## src/rtl/alu_arbiter_if.sv

```systemverilog
// Bus between the two ALU clients, the shared ALU core and the arbiter.
// The slave modport is the arbiter's view. The master modport is the view of the clients and the ALU.
interface alu_arbiter_if #(
    parameter int W     = 4,
    parameter int CNT_W = 8
);
    logic             req0_valid, req1_valid;
    logic             req0_ready, req1_ready;
    logic [W-1:0]     req0_a, req1_a;
    logic [W-1:0]     req0_b, req1_b;
    logic [2:0]       req0_op, req1_op;
    logic             rsp0_valid, rsp1_valid;
    logic             rsp0_ready, rsp1_ready;
    logic [W-1:0]     rsp_data;
    logic             rsp_zero;
    logic [W-1:0]     alu_a, alu_b;
    logic [2:0]       alu_op;
    logic [W-1:0]     alu_res;
    logic             busy;
    logic [CNT_W-1:0] cnt0, cnt1;

    modport slave (
        input  req0_valid, req1_valid, req0_a, req1_a, req0_b, req1_b,
               req0_op, req1_op, rsp0_ready, rsp1_ready, alu_res,
        output req0_ready, req1_ready, rsp0_valid, rsp1_valid, rsp_data,
               rsp_zero, alu_a, alu_b, alu_op, busy, cnt0, cnt1
    );

    modport master (
        output req0_valid, req1_valid, req0_a, req1_a, req0_b, req1_b,
               req0_op, req1_op, rsp0_ready, rsp1_ready, alu_res,
        input  req0_ready, req1_ready, rsp0_valid, rsp1_valid, rsp_data,
               rsp_zero, alu_a, alu_b, alu_op, busy, cnt0, cnt1
    );
endinterface

```

## src/rtl/alu_arbiter.sv

```systemverilog
// Round-robin owner of the shared combinational ALU for two requesters.
// Each transaction has three phases: grant, execute, then respond.

module alu_arbiter_lane #(
    parameter bit ID    = 1'b0,
    parameter int CNT_W = 8
) (
    input  logic             clk,
    input  logic             rst_n,
    input  logic             resp_i,
    input  logic             owner_i,
    input  logic             hs_i,
    output logic             rsp_valid_o,
    output logic [CNT_W-1:0] cnt_o
);
    logic             sel;
    logic [CNT_W-1:0] cnt_q, cnt_d;

    assign sel         = (owner_i == ID);
    assign rsp_valid_o = resp_i && sel;
    assign cnt_d       = (hs_i && sel) ? cnt_q + CNT_W'(1) : cnt_q;
    assign cnt_o       = cnt_q;

    always_ff @(posedge clk or negedge rst_n) begin
        if (!rst_n) cnt_q <= '0;
        else        cnt_q <= cnt_d;
    end
endmodule

module alu_arbiter #(
    parameter int W     = 4,
    parameter int CNT_W = 8
) (
    input logic          clk,
    input logic          rst_n,
    alu_arbiter_if.slave bus
);
    typedef enum logic [1:0] {IDLE, EXEC, RESP} state_t;

    state_t                      state_q, state_d;
    logic                        last_grant_q, last_grant_d;
    logic                        owner_q, owner_d;
    logic [W-1:0]                alu_a_q, alu_a_d, alu_b_q, alu_b_d;
    logic [2:0]                  alu_op_q, alu_op_d;
    logic [W-1:0]                rsp_data_q, rsp_data_d;
    logic                        rsp_zero_q, rsp_zero_d;

    logic [1:0]                  req_valid, rsp_ready, req_ready, rsp_valid;
    logic [1:0][CNT_W-1:0]       cnt;
    logic                        win, hs, resp;

    assign req_valid = {bus.req1_valid, bus.req0_valid};
    assign rsp_ready = {bus.rsp1_ready, bus.rsp0_ready};
    assign resp      = (state_q == RESP);
    assign hs        = resp && rsp_ready[owner_q];

    // A lone requester always wins; a tie goes to whoever was not served last.
    always_comb begin
        case (req_valid)
            2'b01:   win = 1'b0;
            2'b10:   win = 1'b1;
            default: win = ~last_grant_q;
        endcase
    end

    always_comb begin
        state_d      = state_q;
        last_grant_d = last_grant_q;
        owner_d      = owner_q;
        alu_a_d      = alu_a_q;
        alu_b_d      = alu_b_q;
        alu_op_d     = alu_op_q;
        rsp_data_d   = rsp_data_q;
        rsp_zero_d   = rsp_zero_q;
        req_ready    = '0;
        case (state_q)
            IDLE: begin
                if (|req_valid) begin
                    // Ready is also gated by rst_n, so nothing is accepted while reset is held.
                    req_ready[win] = rst_n;
                    owner_d        = win;
                    alu_a_d        = win ? bus.req1_a  : bus.req0_a;
                    alu_b_d        = win ? bus.req1_b  : bus.req0_b;
                    alu_op_d       = win ? bus.req1_op : bus.req0_op;
                    state_d        = EXEC;
                end
            end
            EXEC: begin
                rsp_data_d = bus.alu_res;
                rsp_zero_d = (bus.alu_res == '0);
                state_d    = RESP;
            end
            RESP: begin
                if (hs) begin
                    last_grant_d = owner_q;
                    state_d      = IDLE;
                end
            end
            default: state_d = IDLE;
        endcase
    end

    always_ff @(posedge clk or negedge rst_n) begin
        if (!rst_n) begin
            state_q      <= IDLE;
            last_grant_q <= 1'b1;
            owner_q      <= 1'b0;
            alu_a_q      <= '0;
            alu_b_q      <= '0;
            alu_op_q     <= '0;
            rsp_data_q   <= '0;
            rsp_zero_q   <= 1'b1;
        end else begin
            state_q      <= state_d;
            last_grant_q <= last_grant_d;
            owner_q      <= owner_d;
            alu_a_q      <= alu_a_d;
            alu_b_q      <= alu_b_d;
            alu_op_q     <= alu_op_d;
            rsp_data_q   <= rsp_data_d;
            rsp_zero_q   <= rsp_zero_d;
        end
    end

    for (genvar g = 0; g < 2; g++) begin : g_lane
        alu_arbiter_lane #(.ID(1'(g)), .CNT_W(CNT_W)) u_lane (
            .clk        (clk),
            .rst_n      (rst_n),
            .resp_i     (resp),
            .owner_i    (owner_q),
            .hs_i       (hs),
            .rsp_valid_o(rsp_valid[g]),
            .cnt_o      (cnt[g])
        );
    end

    assign bus.req0_ready = req_ready[0];
    assign bus.req1_ready = req_ready[1];
    assign bus.rsp0_valid = rsp_valid[0];
    assign bus.rsp1_valid = rsp_valid[1];
    assign bus.rsp_data   = rsp_data_q;
    assign bus.rsp_zero   = rsp_zero_q;
    assign bus.alu_a      = alu_a_q;
    assign bus.alu_b      = alu_b_q;
    assign bus.alu_op     = alu_op_q;
    assign bus.busy       = (state_q != IDLE);
    assign bus.cnt0       = cnt[0];
    assign bus.cnt1       = cnt[1];
endmodule

```

## src/flat_wrapper.sv

```systemverilog
// flat-port wrapper written by rule: the top's interface ports become plain ports
module alu_arbiter_flat 
#(
    parameter int W     = 4,
    parameter int CNT_W = 8
)
  (clk, rst_n, bus_req0_valid, bus_req1_valid, bus_req0_a, bus_req1_a, bus_req0_b, bus_req1_b, bus_req0_op, bus_req1_op, bus_rsp0_ready, bus_rsp1_ready, bus_alu_res, bus_req0_ready, bus_req1_ready, bus_rsp0_valid, bus_rsp1_valid, bus_rsp_data, bus_rsp_zero, bus_alu_a, bus_alu_b, bus_alu_op, bus_busy, bus_cnt0, bus_cnt1);
  alu_arbiter_if #(.W(W), .CNT_W(CNT_W)) bus_i ();
  input logic clk;
  input logic rst_n;
  input wire logic [$bits(bus_i.req0_valid)-1:0] bus_req0_valid;
  input wire logic [$bits(bus_i.req1_valid)-1:0] bus_req1_valid;
  input wire logic [$bits(bus_i.req0_a)-1:0] bus_req0_a;
  input wire logic [$bits(bus_i.req1_a)-1:0] bus_req1_a;
  input wire logic [$bits(bus_i.req0_b)-1:0] bus_req0_b;
  input wire logic [$bits(bus_i.req1_b)-1:0] bus_req1_b;
  input wire logic [$bits(bus_i.req0_op)-1:0] bus_req0_op;
  input wire logic [$bits(bus_i.req1_op)-1:0] bus_req1_op;
  input wire logic [$bits(bus_i.rsp0_ready)-1:0] bus_rsp0_ready;
  input wire logic [$bits(bus_i.rsp1_ready)-1:0] bus_rsp1_ready;
  input wire logic [$bits(bus_i.alu_res)-1:0] bus_alu_res;
  output wire logic [$bits(bus_i.req0_ready)-1:0] bus_req0_ready;
  output wire logic [$bits(bus_i.req1_ready)-1:0] bus_req1_ready;
  output wire logic [$bits(bus_i.rsp0_valid)-1:0] bus_rsp0_valid;
  output wire logic [$bits(bus_i.rsp1_valid)-1:0] bus_rsp1_valid;
  output wire logic [$bits(bus_i.rsp_data)-1:0] bus_rsp_data;
  output wire logic [$bits(bus_i.rsp_zero)-1:0] bus_rsp_zero;
  output wire logic [$bits(bus_i.alu_a)-1:0] bus_alu_a;
  output wire logic [$bits(bus_i.alu_b)-1:0] bus_alu_b;
  output wire logic [$bits(bus_i.alu_op)-1:0] bus_alu_op;
  output wire logic [$bits(bus_i.busy)-1:0] bus_busy;
  output wire logic [$bits(bus_i.cnt0)-1:0] bus_cnt0;
  output wire logic [$bits(bus_i.cnt1)-1:0] bus_cnt1;
  assign bus_i.req0_valid = bus_req0_valid;
  assign bus_i.req1_valid = bus_req1_valid;
  assign bus_i.req0_a = bus_req0_a;
  assign bus_i.req1_a = bus_req1_a;
  assign bus_i.req0_b = bus_req0_b;
  assign bus_i.req1_b = bus_req1_b;
  assign bus_i.req0_op = bus_req0_op;
  assign bus_i.req1_op = bus_req1_op;
  assign bus_i.rsp0_ready = bus_rsp0_ready;
  assign bus_i.rsp1_ready = bus_rsp1_ready;
  assign bus_i.alu_res = bus_alu_res;
  assign bus_req0_ready = bus_i.req0_ready;
  assign bus_req1_ready = bus_i.req1_ready;
  assign bus_rsp0_valid = bus_i.rsp0_valid;
  assign bus_rsp1_valid = bus_i.rsp1_valid;
  assign bus_rsp_data = bus_i.rsp_data;
  assign bus_rsp_zero = bus_i.rsp_zero;
  assign bus_alu_a = bus_i.alu_a;
  assign bus_alu_b = bus_i.alu_b;
  assign bus_alu_op = bus_i.alu_op;
  assign bus_busy = bus_i.busy;
  assign bus_cnt0 = bus_i.cnt0;
  assign bus_cnt1 = bus_i.cnt1;
  alu_arbiter #(.W(W), .CNT_W(CNT_W)) u_core (.clk(clk), .rst_n(rst_n), .bus(bus_i));
endmodule
```

## config.mk

```make
export PLATFORM = sky130hd
export DESIGN_NAME = alu_arbiter_flat
export DESIGN_NICKNAME = d
export VERILOG_FILES = /design/src/rtl/alu_arbiter_if.sv /design/src/rtl/alu_arbiter.sv /design/src/flat_wrapper.sv
export SDC_FILE = /design/constraint.sdc
export NUM_CORES = 1
export LEC_CHECK = 0
export ABC_CLOCK_PERIOD_IN_PS = 1800
export CAP_MARGIN = 0
export CORE_MARGIN = 10
export CORE_UTILIZATION = 43
export DETAILED_ROUTE_END_ITERATION = 8
export PLACE_DENSITY = 0.8
export SETUP_SLACK_MARGIN = 0.15
export SYNTH_ARGS = -nofsm -noshare
export SYNTH_HDL_FRONTEND = slang
export SYNTH_SLANG_ARGS = --single-unit
```

## constraint.sdc

```tcl
create_clock -name clk -period 1.8 [get_ports clk]
set_clock_uncertainty 0.1 [all_clocks]
set_input_delay 0.18 -clock clk [delete_from_list [all_inputs] [get_ports clk]]
set_output_delay 0.18 -clock clk [all_outputs]
set_load 0.02 [all_outputs]
```

### After elaboration in Yosys (flattened, before gate mapping)

Cells that the tools add are included.

* register bits: 36
* bits in latches: 0
* RAM bits: 0
* bits in read-only memories: 0
* bits of input ports: 32
* output and inout bits: 37
* logic and storage cells: 50
* memories: 0

* $add $sub $neg: 2
* $mul: 0
* divide/modulo/power cells: 0
* $lt $le $gt $ge: 3
* eq/ne operators: 6
* shift operators: 0
* mux-type cells: 13
* bitwise logic cells: 3
* reduce and logical (&&, ||, !) cells: 13

Operator list (count)
* $add A8 B1 Y8 const B: 2
* $mux W2: 4
* $mux W4: 2
* $logic_and A1 B1 Y1: 6
* $pmux W2 S3: 1
* $reduce_and A2 Y1: 3
* $eq A2 B1 Y1 const B: 2
* $eq A2 B2 Y1 const B: 2
* $logic_not A4 Y1: 1
* $lt A1 B2 Y1 const B: 2
* $ne A2 B1 Y1 const B: 2
* $mux W1: 3
* $mux W3: 1
* $and A2 B2 Y2: 1
* $logic_not A2 Y1: 1
* $not A1 Y1: 2
* $pmux W1 S2: 1
* $reduce_bool A2 Y1: 1
* $reduce_or A2 Y1: 1
* $demux W1 S1: 1
* $ge A1 B1 Y1 const B: 1

### Longest topological paths before layout

* depth after elaboration: 9
* mapped depth: 6
* depth with buffers taken out: 5

### Modules after synthesis

A second synthesis with hierarchy kept.

* cells, all modules: 163
* area, all modules: 1760.4 µm²

By module, submodules not included
* alu_arbiter: instances 1, cells an instance 105, area an instance 1009.7 µm², sequential area each 503.0 µm²
* alu_arbiter_lane at u_core.g_lane[0].u_lane: instances 1, cells an instance 29, area an instance 385.4 µm², sequential area each 200.2 µm²
* alu_arbiter_lane at u_core.g_lane[1].u_lane: instances 1, cells an instance 29, area an instance 365.4 µm², sequential area each 200.2 µm²

### Worst setup path after synthesis

OpenSTA, ideal clock, no wires.

* kind: reg2out
* from: reg u_core.state_q[0]
* to: out bus_req1_ready
* arrival: 1387 ps
* required time: 1520 ps
* setup slack: 133 ps
* cell stages (with the launch flop): 4
* buffers on the path: 0
* cell sequence: dfrtp_1 -> nor3_2 -> nand2_1 -> nor3_1

* word-level cells in the longest chain between the ends: 2

RTL lines
* start, declared: RTL line alu_arbiter.sv:40 `state_t state_q, state_d;`
* start signal, assigned: RTL line alu_arbiter.sv:114 `state_q <= state_d;`
* $logic_not A2 Y1: RTL line alu_arbiter.sv:76 `case (state_q)`
* $mux W2: RTL line alu_arbiter.sv:76
* end, declared: RTL line flat_wrapper.sv:23 `output wire logic [$bits(bus_i.req1_ready)-1:0] bus_req1_ready;`

No other way between the ends.

### Worst setup path in the final report

* from: reg u_core.g_lane[0].u_lane.cnt_q[6]
* to: out bus_cnt0[6]

RTL lines
* start, declared: RTL line alu_arbiter.sv:17 `logic [CNT_W-1:0] cnt_q, cnt_d;`
* start signal, assigned: RTL line alu_arbiter.sv:26 `else cnt_q <= cnt_d;`
* end, declared: RTL line flat_wrapper.sv:32 `output wire logic [$bits(bus_i.cnt0)-1:0] bus_cnt0;`

No word-level cell between the ends.

==> results.yml <==
run_status:
  status: "finished clean"
synthesis:
  syn_nets: 206
  ys_warn_count: 0
  yosysSeqAreaShare_pct: 52.5
  syn_area_mm2: 0.00172
  synth.distinct_cells: 29
  synth_area_leaders: "dfrtp_1 49%, nand3_1 4.1%, o21ai_0 4.1%"
  synthCells: 169
  synth_top_area_cell: "dfrtp_1"
  synth.top_cell.area_share_pct: 49.4
  ys_seq_elements: 36
  avgSynthCellArea_um2: 10.2
power_and_ir_drop:
  clockPowerShare_pct: 14.9
  vdd_drop_max_mv: 0.716
  finalPower_w: 0.00377
  p_sw_share_pct: 39.4
  p_switching_w: 0.00149
  p_int_w: 0.00229
  p_leak_nw: 1.30
  p_seq_share_pct: 35.9
  pwr-share-comb_pct: 49.1
  cellPowerDensity_mw_per_mm2: 1420
worst_setup_path:
  cp-start-kind: "register"
  critPathTopFamily: "buffers and inverters"
  critPathMaxStageDelay_ns: 0.63
  r2r-end: "u_core.g_lane[0].u_lane.cnt_o[7]"
  reg2reg_slack_ns: 0.29
  endpoint_kind: "output port"
  r2r_start: "u_core.state_q[0]"
  path_max_fanout: 3
  worstSetupPathType: "register to output port"
  path_buf_inv: 1
  required_ns: 1.52
  cp_slowest_cell: "clkdlybuf4s50_1"
  rr_worst_depth: 4
  path_cells: "clkdlybuf4s50_1"
  arrival_ns: 1.32
routing:
  wl_per_cell_um: 14.6
  ant_nets: 0
  drtIter0Drc: 57
  drc: 0
  avgViaCountPerCell: 5.02
  dr.pass1.iters: 4
  wl_mm: 4.37
  num_vias: 1500
worst_hold_path:
  hold_path_end: "u_core.bus.alu_b[0]"
  min-delay-start: "bus_req1_b[0]"
  holdPathStages: 3
  hp-class: "input port to register"
sta:
  finalHoldViolCount: 0
  finalMaxSlewViolations: 0
  fin_crit_ns: 1.60
  fin_crit_sh_pct: 88.9
  relSlewSlack_pct: 70.0
  fmax_mhz: 625
  tightestPinTransition_ns: 0.449
  setup-violations-final: 0
  whs_ns: 0.358
  rsz0062_at_grt: "yes"
die:
  io_pins: 69
  die_h_um: 83.3
  die_area_mm2: 0.00693
  rows: 22
  die_w_um: 83.3
  start_util_pct: 45.7
  core_mm2: 0.00377
finish:
  drive_gt1_share_pct: 17.9
  layout_common_cells: "49 x clkdlybuf4s50_1, 34 x dfrtp_1, 17 x nor2_1"
  n_antenna_cell: 0
  syn2layout_area_growth_pct: 53.9
  final_common_cell: "clkdlybuf4s50_1"
  fin_nets: 287
clocking:
  cts_sinks: 36
  cts_max_level: 2
  clk_pin_slew_worst_paths_ns: 0.08
  cts_buffer_depth: 2
  clk_latency_ns: 0.29
  cts_buffers: 5
  cts_root_buffer: "clkbuf_8"
  cts_tree: "built"
flow_run:
  drv_cap: 0
global_routing:
  grt_pass1_wl_mm: 7.51
  grt_use_total_pct: 12.9
  grt_antenna_before_repair: 0
  grt_overflow_total: 0
  grt_max_degree: 37
  grt_pass1_vias: 1589
place:
  io_buffers: 68
  place_hpwl_mm: 3.41
  globalplace.congestion: 0.749
-- power groups by stage --
| stage | sequential (W) | combinational [W] | clock, W |
|---|---|---|---|
| detailed placement | 0.00137 | 0.00191 | 0 |
| finish | 0.00136 | 0.00185 | 0.000563 |
| global route | 0.00141 | 0.00204 | 0.000626 |
| floorplan | 0.00166 | 0.000708 | 0 |
| global placement | 0.00136 | 0.00190 | 0 |
| CTS | 0.00136 | 0.00187 | 0.000583 |
-- cells in the mapped netlist, drive strengths merged --
library cell and instances:
nand3 14, buf 6, or4 1, nor4 1
nand4b 1, a31oi 11, xor2 6, xnor2 8
nor2b 3, and3 1, and4b 1, and4bb 1
a21oi 1, nor2 17, nor3 6, nand2 14
ha 5, nand4 4, dfstp 2, or2 1
mux2 5, nand4bb 1, dfrtp 34, o21ai 14
nand2b 4, clkbuf 3, inv 4
-- sequential cells by signal (all words and copies together), names as in the netlist, 2 cells and up --
register	cells
u_core.state_q	2
u_core.bus.rsp_data	4
u_core.g_lane.u_lane.cnt_o	16
u_core.bus.alu_a	4
u_core.bus.alu_b	4
u_core.bus.alu_op	3
-- through the flow --
stage	setup slack [ns]	instances	cell area, um^2	setup TNS, ns	utilization (%)
2_1_floorplan	0.284	169	1730	0	-
4_1_cts	0.151	298	2620	0	69.3
3_5_place_dp	-0.533	289	2530	-3.01	67.1
3_3_place_gp	-0.539	289	2530	-2.68	67.1
5_1_grt	0.128	299	2650	0	70.3
6_report	0.199	299	2650	0	70.3
-- cell families after synthesis --
kind of cell | count (synthesis) | synth area share (%)
compound gates | 26 | 8.36
simple gates | 70 | 21.7
fa+ha+maj | 5 | 3.63
flops | 36 | 52.5
mux | 5 | 3.27
xor+xnor | 14 | 7.12
buf+inv | 13 | 3.42
-- layer usage --
layer	GRT usage, %	wire length, um
met1	14.1	1810
met2	19.3	1880
met3	9.18	614
met4	4.15	56
met5	0	0
-- final cells by class --
class / instances / area, um^2
clock buffer: 5 / 68.8
clock inverter: 3 / 18.8
fill: 296 / 1120
inverter: 4 / 15.0
multi-input combinational: 120 / 785
sequential: 36 / 903
tap: 48 / 60.1
timing repair buffer: 83 / 800
-- repair_timing --
item	CTS	global route
resized for setup	32	10
setup buffers	0	1
pin swaps	2	1
hold buffers	1	0
endpoints found under the hold margin	34	0
endpoints found under the setup margin	19	12
-- worst max-delay path by stage --
stage | from | end | slack, ns | cells after the start
final | u_core.g_lane[0].u_lane.cnt_o[6] | bus_cnt0[6] | 0.20 | 1
after global routing | u_core.last_grant_q | bus_req0_ready | 0.13 | 4
after CTS | u_core.g_lane[1].u_lane.cnt_o[3] | bus_cnt1[3] | 0.15 | 1
after detailed placement | bus_req1_valid | bus_req1_ready | -0.53 | 7
after global placement | bus_req1_valid | bus_req0_ready | -0.54 | 7
after floorplan | u_core.state_q[0] | bus_req1_ready | 0.28 | 3
Power figures use the tool's default switching activity.
